[src/rtl/fptd_iter_ctrl.sv]
// Iteration controller for one upper/lower razor decoder pair of the fully
// parallel turbo decoder. It sequences the term/odd/even half-iterations,
// replays a half-iteration when razor flags fire, stops early once the hard
// decisions settle, and keeps per-frame and accumulated error statistics.
//
// state      | meaning
// -----------+----------------------------------------------------------
// S_IDLE     | waiting for Start
// S_TERM     | termination update strobe
// S_ODD      | odd half-iteration strobe
// S_ODD_CHK  | razor check of the odd half: replay it or move on
// S_EVEN     | even half-iteration strobe
// S_EVEN_CHK | razor check of the even half; closes a full iteration
// S_COUNT    | error counter strobe, statistics captured
// S_DONE     | one-cycle end-of-frame pulse
module fptd_iter_ctrl #(
  parameter int FL           = 104,
  parameter int MAX_ITER     = 8,
  parameter int STABLE_ITERS = 2,
  parameter int REPLAY_MAX   = 3,
  parameter int RAZOR_EN     = 1,
  parameter int EARLY_STOP   = 1,
  parameter int CW           = 7,
  parameter int AW           = 16
) (
  input  logic                              Clock,
  input  logic                              nReset,
  input  logic                              nClear,
  input  logic                              Start,
  input  logic                              Razor_Error,
  input  logic [FL-1:0]                     Hard_Dec,
  input  logic [FL-1:0]                     b1_error,
  output logic                              Enable_Term,
  output logic                              Enable_Odd,
  output logic                              Enable_Even,
  output logic                              Enable_Error_Counter,
  output logic                              Busy,
  output logic                              Done,
  output logic [$clog2(MAX_ITER+1)-1:0]     Iter_Count,
  output logic                              Early_Stop,
  output logic [CW-1:0]                     Frame_Errors,
  output logic [AW-1:0]                     Error_Total,
  output logic [AW-1:0]                     Replay_Total,
  output logic                              Razor_Fail
);

  localparam int IW = $clog2(MAX_ITER + 1);
  localparam int SW = $clog2(STABLE_ITERS + 1);
  localparam int RW = (REPLAY_MAX > 0) ? $clog2(REPLAY_MAX + 1) : 1;
  localparam logic [31:0] FE_MAX = (32'd1 << CW) - 32'd1;

  typedef enum logic [2:0] {
    S_IDLE, S_TERM, S_ODD, S_ODD_CHK, S_EVEN, S_EVEN_CHK, S_COUNT, S_DONE
  } state_t;

  state_t          state_q, state_d;
  logic [IW-1:0]   iter_q, iter_d;
  logic [SW-1:0]   stab_q, stab_d;
  logic            prev_valid_q, prev_valid_d;
  logic [FL-1:0]   prev_dec_q, prev_dec_d;
  logic [RW-1:0]   replay_q, replay_d;
  logic            early_q, early_d;
  logic [CW-1:0]   frame_err_q, frame_err_d;
  logic [AW-1:0]   err_total_q, err_total_d;
  logic [AW-1:0]   replay_total_q, replay_total_d;
  logic            razor_fail_q, razor_fail_d;

  logic [31:0]     pop;
  logic [CW-1:0]   fe_sat;
  logic [AW:0]     err_sum;
  logic [IW-1:0]   iter_inc;
  logic [SW-1:0]   stab_nxt;
  logic            replay_take;

  // Popcount of the error flags, clipped to the frame counter width, and the
  // saturating accumulation into the running total.
  always_comb begin
    pop = '0;
    for (int i = 0; i < FL; i++) begin
      pop = pop + 32'(b1_error[i]);
    end
    fe_sat  = (pop > FE_MAX) ? {CW{1'b1}} : pop[CW-1:0];
    err_sum = {1'b0, err_total_q} + {{(AW + 1 - CW){1'b0}}, fe_sat};
  end

  // Next-state, strobes and register updates; a low nClear overrides all.
  always_comb begin
    state_d        = state_q;
    iter_d         = iter_q;
    stab_d         = stab_q;
    prev_valid_d   = prev_valid_q;
    prev_dec_d     = prev_dec_q;
    replay_d       = replay_q;
    early_d        = early_q;
    frame_err_d    = frame_err_q;
    err_total_d    = err_total_q;
    replay_total_d = replay_total_q;
    razor_fail_d   = razor_fail_q;
    Enable_Term          = 1'b0;
    Enable_Odd           = 1'b0;
    Enable_Even          = 1'b0;
    Enable_Error_Counter = 1'b0;

    iter_inc    = iter_q + 1'b1;
    replay_take = (RAZOR_EN != 0) && Razor_Error && (replay_q < RW'(REPLAY_MAX));
    if (prev_valid_q && (Hard_Dec == prev_dec_q)) begin
      // Saturate so the counter cannot wrap when early stop is disabled.
      stab_nxt = (stab_q == SW'(STABLE_ITERS)) ? stab_q : stab_q + 1'b1;
    end else begin
      stab_nxt = '0;
    end

    case (state_q)
      S_IDLE: begin
        if (Start) begin
          state_d      = S_TERM;
          iter_d       = '0;
          stab_d       = '0;
          prev_valid_d = 1'b0;
          replay_d     = '0;
          early_d      = 1'b0;
        end
      end
      S_TERM: begin
        Enable_Term = 1'b1;
        state_d     = S_ODD;
      end
      S_ODD: begin
        Enable_Odd = 1'b1;
        state_d    = S_ODD_CHK;
      end
      S_EVEN: begin
        Enable_Even = 1'b1;
        state_d     = S_EVEN_CHK;
      end
      S_ODD_CHK, S_EVEN_CHK: begin
        if (replay_take) begin
          replay_d = replay_q + 1'b1;
          if (!(&replay_total_q)) replay_total_d = replay_total_q + 1'b1;
          state_d = (state_q == S_ODD_CHK) ? S_ODD : S_EVEN;
        end else begin
          // Razor still high here means the replay budget ran out.
          if (Razor_Error) razor_fail_d = 1'b1;
          replay_d = '0;
          if (state_q == S_ODD_CHK) begin
            state_d = S_EVEN;
          end else begin
            iter_d       = iter_inc;
            stab_d       = stab_nxt;
            prev_dec_d   = Hard_Dec;
            prev_valid_d = 1'b1;
            if (iter_inc == IW'(MAX_ITER)) begin
              state_d = S_COUNT;
            end else if ((EARLY_STOP != 0) && (stab_nxt >= SW'(STABLE_ITERS))) begin
              state_d = S_COUNT;
              early_d = 1'b1;
            end else begin
              state_d = S_ODD;
            end
          end
        end
      end
      S_COUNT: begin
        Enable_Error_Counter = 1'b1;
        frame_err_d = fe_sat;
        err_total_d = err_sum[AW] ? {AW{1'b1}} : err_sum[AW-1:0];
        state_d     = S_DONE;
      end
      S_DONE: begin
        state_d = S_IDLE;
      end
      default: begin
        state_d = S_IDLE;
      end
    endcase

    if (!nClear) begin
      state_d        = S_IDLE;
      iter_d         = '0;
      stab_d         = '0;
      prev_valid_d   = 1'b0;
      prev_dec_d     = '0;
      replay_d       = '0;
      early_d        = 1'b0;
      frame_err_d    = '0;
      err_total_d    = '0;
      replay_total_d = '0;
      razor_fail_d   = 1'b0;
    end
  end

  // State and statistics registers.
  always_ff @(posedge Clock or negedge nReset) begin
    if (!nReset) begin
      state_q        <= S_IDLE;
      iter_q         <= '0;
      stab_q         <= '0;
      prev_valid_q   <= 1'b0;
      prev_dec_q     <= '0;
      replay_q       <= '0;
      early_q        <= 1'b0;
      frame_err_q    <= '0;
      err_total_q    <= '0;
      replay_total_q <= '0;
      razor_fail_q   <= 1'b0;
    end else begin
      state_q        <= state_d;
      iter_q         <= iter_d;
      stab_q         <= stab_d;
      prev_valid_q   <= prev_valid_d;
      prev_dec_q     <= prev_dec_d;
      replay_q       <= replay_d;
      early_q        <= early_d;
      frame_err_q    <= frame_err_d;
      err_total_q    <= err_total_d;
      replay_total_q <= replay_total_d;
      razor_fail_q   <= razor_fail_d;
    end
  end

  assign Busy         = (state_q != S_IDLE);
  assign Done         = (state_q == S_DONE);
  assign Iter_Count   = iter_q;
  assign Early_Stop   = early_q;
  assign Frame_Errors = frame_err_q;
  assign Error_Total  = err_total_q;
  assign Replay_Total = replay_total_q;
  assign Razor_Fail   = razor_fail_q;

endmodule

[config.mk]
export PLATFORM = sky130hd
export DESIGN_NAME = fptd_iter_ctrl
export DESIGN_NICKNAME = d
export VERILOG_FILES = /design/src/rtl/fptd_iter_ctrl.sv
export SDC_FILE = /design/constraint.sdc
export NUM_CORES = 1
export LEC_CHECK = 0
export ABC_CLOCK_PERIOD_IN_PS = 5600
export CAP_MARGIN = 15
export CORE_MARGIN = 8
export CORE_UTILIZATION = 51
export DETAILED_ROUTE_END_ITERATION = 7
export GPL_TIMING_DRIVEN = 0
export PLACE_DENSITY = 0.82
export SLEW_MARGIN = 10
export SYNTH_ARGS = -nofsm -noshare
export SYNTH_HDL_FRONTEND = slang
export SYNTH_SLANG_ARGS = --single-unit
[constraint.sdc]
create_clock -name Clock -period 5.6 [get_ports Clock]
set_input_delay 0.84 -clock Clock [delete_from_list [all_inputs] [get_ports Clock]]
set_output_delay 0.84 -clock Clock [all_outputs]
set_load 0.1 [all_outputs]
==> results of run 1 <==
## sequential cells by signal (all words and copies together), names as in the netlist
register,count
Early_Stop,1
Error_Total,16
Frame_Errors,7
Iter_Count,4
Razor_Fail,1
Replay_Total,16
prev_dec_q,104
prev_valid_q,1
replay_q,2
stab_q,2
state_q,3
## cells in the final DEF, fill, tap and decap left out, drive strengths merged, types with 6 or more instances in the layout
cell           synthesis  routed
a21oi                128     128
nand2                237     237
nand3                 17      17
xnor2                 29      29
fa                    93      93
a2111oi               15      15
or3                    6       6
a21o                   7       7
buf                   14      46
clkinv                 1       7
nand2b                12      12
o22ai                 12      12
dlygate4sd2            0      26
clkdlybuf4s50          0     211
ha                    29      29
clkbuf                31      52
xor2                  42      42
nor4                  11      11
nor2b                 55      55
nor2                  29      29
and3                   6       6
clkdlybuf4s15          0       8
nor3                  12      12
a31oi                 10      10
inv                  177     178
nand4                 17      17
dfrtp                157     157
o21ai                 30      30
## logic make-up after synthesis
kind of cell               share of synthesized area
muxes                                       0.004599
xor gates and xnor gates                     0.05642
adders and majority gates                     0.1994
buffers and inverters                        0.07705
AOI/OAI and AO/OA                             0.1326
and+or+nand+nor                               0.1778
DFF                                           0.3522
## layer usage
metal  up-vias  global-route usage  share of wire
li1       4595                   -              -
met3       109             0.09048           0.11
met4         6              0.1252          0.040
met2       523              0.4534           0.50
met5         -                   0         0.0012
met1      4884              0.2911           0.35
## worst paths after layout
| kind | cells past startpoint | to | startpoint | slack [ns] |
|---|---|---|---|---|
| hold / removal | 1 | prev_dec_q[35] | nReset | 0.31 |
| max in group asynchronous | 2 | Error_Total[15] | nReset | 4.42 |
| setup reg to reg | 7 | prev_dec_q[60] | replay_q[0] | 3.05 |
| hold reg to reg | 2 | stab_q[1] | stab_q[1] | 0.50 |
| setup / recovery | 30 | Error_Total[13] | b1_error[43] | -2.75 |
| min in group Clock | 2 | stab_q[1] | stab_q[1] | 0.50 |
## synth_stat cells (2+ instances only)
cell	instances
buf_1	3
a2111oi_0	15
xor2_1	41
o21bai_1	2
o21a_1	3
a21o_1	7
nand2b_1	12
clkbuf_1	31
dfrtp_1	157
a22o_1	2
nor3_1	9
buf_2	9
nand4_1	16
a21oi_1	127
nor3_2	3
or4_1	5
ha_1	29
xnor2_1	29
nand2_1	237
nor3b_1	2
o21ai_4	2
and4_1	2
and2_1	4
o22ai_1	12
nand3b_1	2
o21ai_0	25
o21ba_2	3
nor2b_1	55
nor4_1	11
fa_1	93
a31oi_1	10
a221oi_1	3
and3_1	6
o21ai_1	3
or3_1	6
nand3_1	16
inv_1	176
nor2_1	29
mux2i_1	4
o2111a_1	2
## critical path: cells and delay by family
family | cells | cell delay [ns]
buf+inv | 6 | 0.41
compound gates | 7 | 1.66
simple gates | 5 | 0.58
fa+ha+maj | 12 | 5.15
## what timing repair did
| action | in CTS | in global routing |
|---|---|---|
| buffers inserted | 12 | 7 |
| pin swaps | 74 | 57 |
| resized for setup | 131 | 34 |
| setup endpoints to repair | 23 | 23 |
## layout make-up
type                            instances  area share
Tap cell                              280     0.02312
Timing Repair Buffer                  282      0.1820
Multi-Input combinational cell        853      0.4390
Clock inverter                         10    0.007515
Inverter                              178     0.04410
Clock buffer                           21     0.03105
Sequential cell                       157      0.2593
Antenna cell                            3   0.0004955
Buffer                                 45     0.01338
## per-stage QoR
stage | setup TNS [ns] | cells | hold WS [ns]
4_1_cts | -53.65 | 1820 | 0.3134
5_1_grt | -57.26 | 1829 | 0.3311
6_report | -51.70 | 1829 | 0.3083
2_1_floorplan | -51.17 | 1233 | 0.4538
3_5_place_dp | -72.45 | 1777 | 0.4844
3_3_place_gp | -512.35 | 1776 | 0.4715
==> qor.yml, run 1 <==
grt:
  grt_use_total: 0.2645
  antenna_found_initial: 5
  grt_pass1_vias: 10750
  grt_pass1_wl_mm: 55.01
  grt_max_degree: 110
  gr-total-overflow: 0
yosys:
  syn_area_sq_um: 11160
  ys_types: 70
  syn_avg_cell_area_sq_um: 9.048
  syn_inst: 1233
  ys.flop_type: "dfrtp_1"
  synth_edf_count: 0
  syn_nets: 1568
  yosys.area.top_type: "dfrtp_1"
  synth_top_area_frac: 0.3522
  yosys_warnings: 0
  ys_ff_latch: 157
  ys_top_cells_by_area: "dfrtp_1, fa_1, nand2_1, inv_1, a21oi_1"
  synthArstFlopShare: 1.000
  yosysSeqAreaShare: 0.3522
sta:
  tightest_slew_ns: 1.031
  timing.final.crit_share: 1.491
  slew_violations: 0
  fmax_mhz: 119.8
  rsz0062_at_grt: "yes"
  setup_viol: 23
  fin_ws_ns: -2.750
  finalClockSkew_ns: 0.009373
  min_period_ns: 8.350
  hold_viol: 0
  slew_headroom: 0.3105
placement:
  dpl_worst_slack_ns: -3.780
  hpwl_mm: 27.54
  post_dp_cell_area_sq_um: 14260
  io_buffers: 263
  gp_congestion: 0.9202
layout:
  num-fill-cells: 1611
  multi_input_area_sq_um: 6651
  post-route-util: 0.7008
  ff_latch_area_sq_um: 3929
  syn2layout_area_growth_pct: 35.81
  design_area_sq_um: 15150
  layout-drive-gt1-share: 0.1145
  layout.nets: 1869
detailed_routing:
  finalWirelength_mm: 36.01
  viasPerCell: 5.531
  drc: 0
  vias: 10120
  drt_first_iter_violations: 835
  firstDrtPassIters: 6
  detail_route.wl_per_cell_microns: 19.69
  antenna_left: 0
clock_network:
  cts.htree.levels: 4
  clk_latency_ns: 0.44
  root_buffer: "clkbuf_16"
  cts_tree: "done"
  cts_sinks: 157
  cts_inserted_buffers: 17
  clock_path_buffers: 2
  holdBufCountCts: 0
  clkTransAtPathRegs_ns: 0.06
status:
  status: "finished with violations"
  violations: "setup timing"
setup_path:
  endpoint_kind: "flop"
  setup.worst_path.class: "in2reg"
  arrival_ns: 8.67
  cpMaxStageDelayCell: "fa_2"
  critPathRequiredTime_ns: 5.92
  worstSetupStartpointType: "input pin"
  worst-path-max-fanout: 6
  crit_path_max_incr_delay_ns: 0.56
  cpMostUsedCell: "fa_2"
floorplan:
  dieArea_sq_um: 26860
  die-width_microns: 163.9
  io_pins: 264
  fp.dieH_microns: 163.9
  core_area_sq_um: 21620
  rows: 54
  start_util: 0.5160
hold_path:
  hold_path.class: "in2async"
flow_run:
  maxCapViolCount: 0
Power of run 1 is not shown: default switching activity piles up to over one toggle a cycle in this logic, so the estimate is an artifact.
==> inputs of run 2 (changes only) <==
DONT_BUFFER_PORTS = 1   (was default)
PLACE_DENSITY = 0.66   (was 0.82)
TNS_END_PERCENT = 10   (was default)
==> qor.yml, run 2 (synthesis results as in run 1) <==
status:
  status: "finished with violations"
  violations: "setup timing"
sta:
  fmax_mhz: 122.6
  min_period_ns: 8.158
  finalClockSkew_ns: 0.009654
  rsz0062_at_grt: "yes"
  setup_viol: 23
  slew_headroom: 0.2752
  tightest_slew_ns: 1.082
  timing.final.crit_share: 1.457
  slew_violations: 0
  fin_ws_ns: -2.558
  hold_viol: 0
  fin_setup_tns_ns: -47.80
detailed_routing:
  firstDrtPassIters: 6
  drt_first_iter_violations: 591
  antenna_left: 0
  vias: 8646
  finalWirelength_mm: 32.64
  viasPerCell: 5.546
  detail_route.wl_per_cell_microns: 20.94
  drc: 0
grt:
  antenna_found_initial: 0
  grt_use_total: 0.2453
  gr-total-overflow: 0
  grt_pass1_wl_mm: 49.87
  grt_max_degree: 158
  grt_pass1_vias: 9200
hold_path:
  hold_path.class: "in2async"
setup_path:
  setup.worst_path.class: "in2reg"
  worstSetupStartpointType: "input pin"
  cp-startpoint: "b1_error[59]"
  crit_path_end: "Error_Total[7]"
  arrival_ns: 8.47
  cpMaxStageDelayCell: "fa_2"
  worst-path-max-fanout: 6
  critPathRequiredTime_ns: 5.91
  cpMostUsedCell: "fa_1"
  r2r_cells: 9
  r2r-end: "Error_Total[14]"
  ff2ff_setup_slack_ns: 2.64
  endpoint_kind: "flop"
  crit_path_max_incr_delay_ns: 0.56
  r2r-start: "Error_Total[0]"
placement:
  dpl_worst_slack_ns: -3.295
  gp_congestion: 0.8827
  post_dp_cell_area_sq_um: 11610
  hpwl_mm: 25.74
  io_buffers: 0
layout:
  top_register: "prev_dec_q"
  layout-drive-gt1-share: 0.08685
  final_cell_mix: "nand2_1, inv_1, dfrtp_1"
  post-route-util: 0.5759
  layout.nets: 1601
  multi_input_area_sq_um: 6548
  largest_reg_flops: 104
  mostFrequentLayoutCell: "nand2_1"
  syn2layout_area_growth_pct: 11.62
  ff_latch_area_sq_um: 3929
  num-fill-cells: 1936
  design_area_sq_um: 12450
clock_network:
  root_buffer: "clkbuf_16"
  cts_inserted_buffers: 17
  clk_latency_ns: 0.43
  cts_tree: "done"
  clock_path_buffers: 2
  holdBufCountCts: 0
  clkTransAtPathRegs_ns: 0.06
  cts.htree.levels: 4
  cts_sinks: 157
floorplan:
  rows: 54
  dieArea_sq_um: 26860
  start_util: 0.5160
  core_area_sq_um: 21620
  die-width_microns: 163.9
  io_pins: 264
  fp.dieH_microns: 163.9
flow_run:
  maxCapViolCount: 0
==> run 2: area by class of cell <==
type                    count  area share
plain buffers              45     0.01618
multi-input cells         853      0.5258
inverters                 178     0.05366
clock inverters            12     0.01568
flip-flops and latches    157      0.3155
diodes                      1   0.0002010
clock buffers              19     0.03477
well taps                 280     0.02814
repair buffers             14     0.01005
==> run 2: metrics by stage <==
step	hold WS [ns]	std cells
after floorplan	0.4538	1233
after global placement	0.4678	1513
after detailed placement	0.4796	1514
after CTS	0.09575	1558
after global routing	0.08496	1558
final	0.1073	1559
==> run 2: worst min-delay path by stage <==
stage,start,end,depth (start not counted)
global placement,stab_q[0],stab_q[0],2
floorplan,replay_q[1],replay_q[1],2
CTS,nReset,Error_Total[9],0
detailed placement,replay_q[1],replay_q[1],2
finish,nReset,Replay_Total[3],0
global route,nReset,Iter_Count[2],0
==> run 2: repair_timing <==
item                       4_1_cts  5_1_grt
gates resized for setup         13        5
setup endpoints to repair       23       23
pin swaps                       17        5
setup buffers                   13        0
==> run 2: critical path, delay by kind of cell <==
| family | cells | cell delay (ns) |
|---|---|---|
| AO/OA/AOI/OAI | 8 | 1.83 |
| buffers and inverters | 7 | 0.37 |
| AND/OR/NAND/NOR | 4 | 0.37 |
| adder cells (fa/ha/maj) | 12 | 5.07 |
==> run 2: routing by layer <==
metal | vias to the layer above | track usage | share of wire
li1 | 4059 | - | -
met3 | 49 | 0.08070 | 0.093
met5 | - | 0 | 0
met1 | 4200 | 0.2875 | 0.39
met2 | 338 | 0.4110 | 0.49
met4 | 0 | 0.09669 | 0.033
Power of run 2 is left out for the same reason.
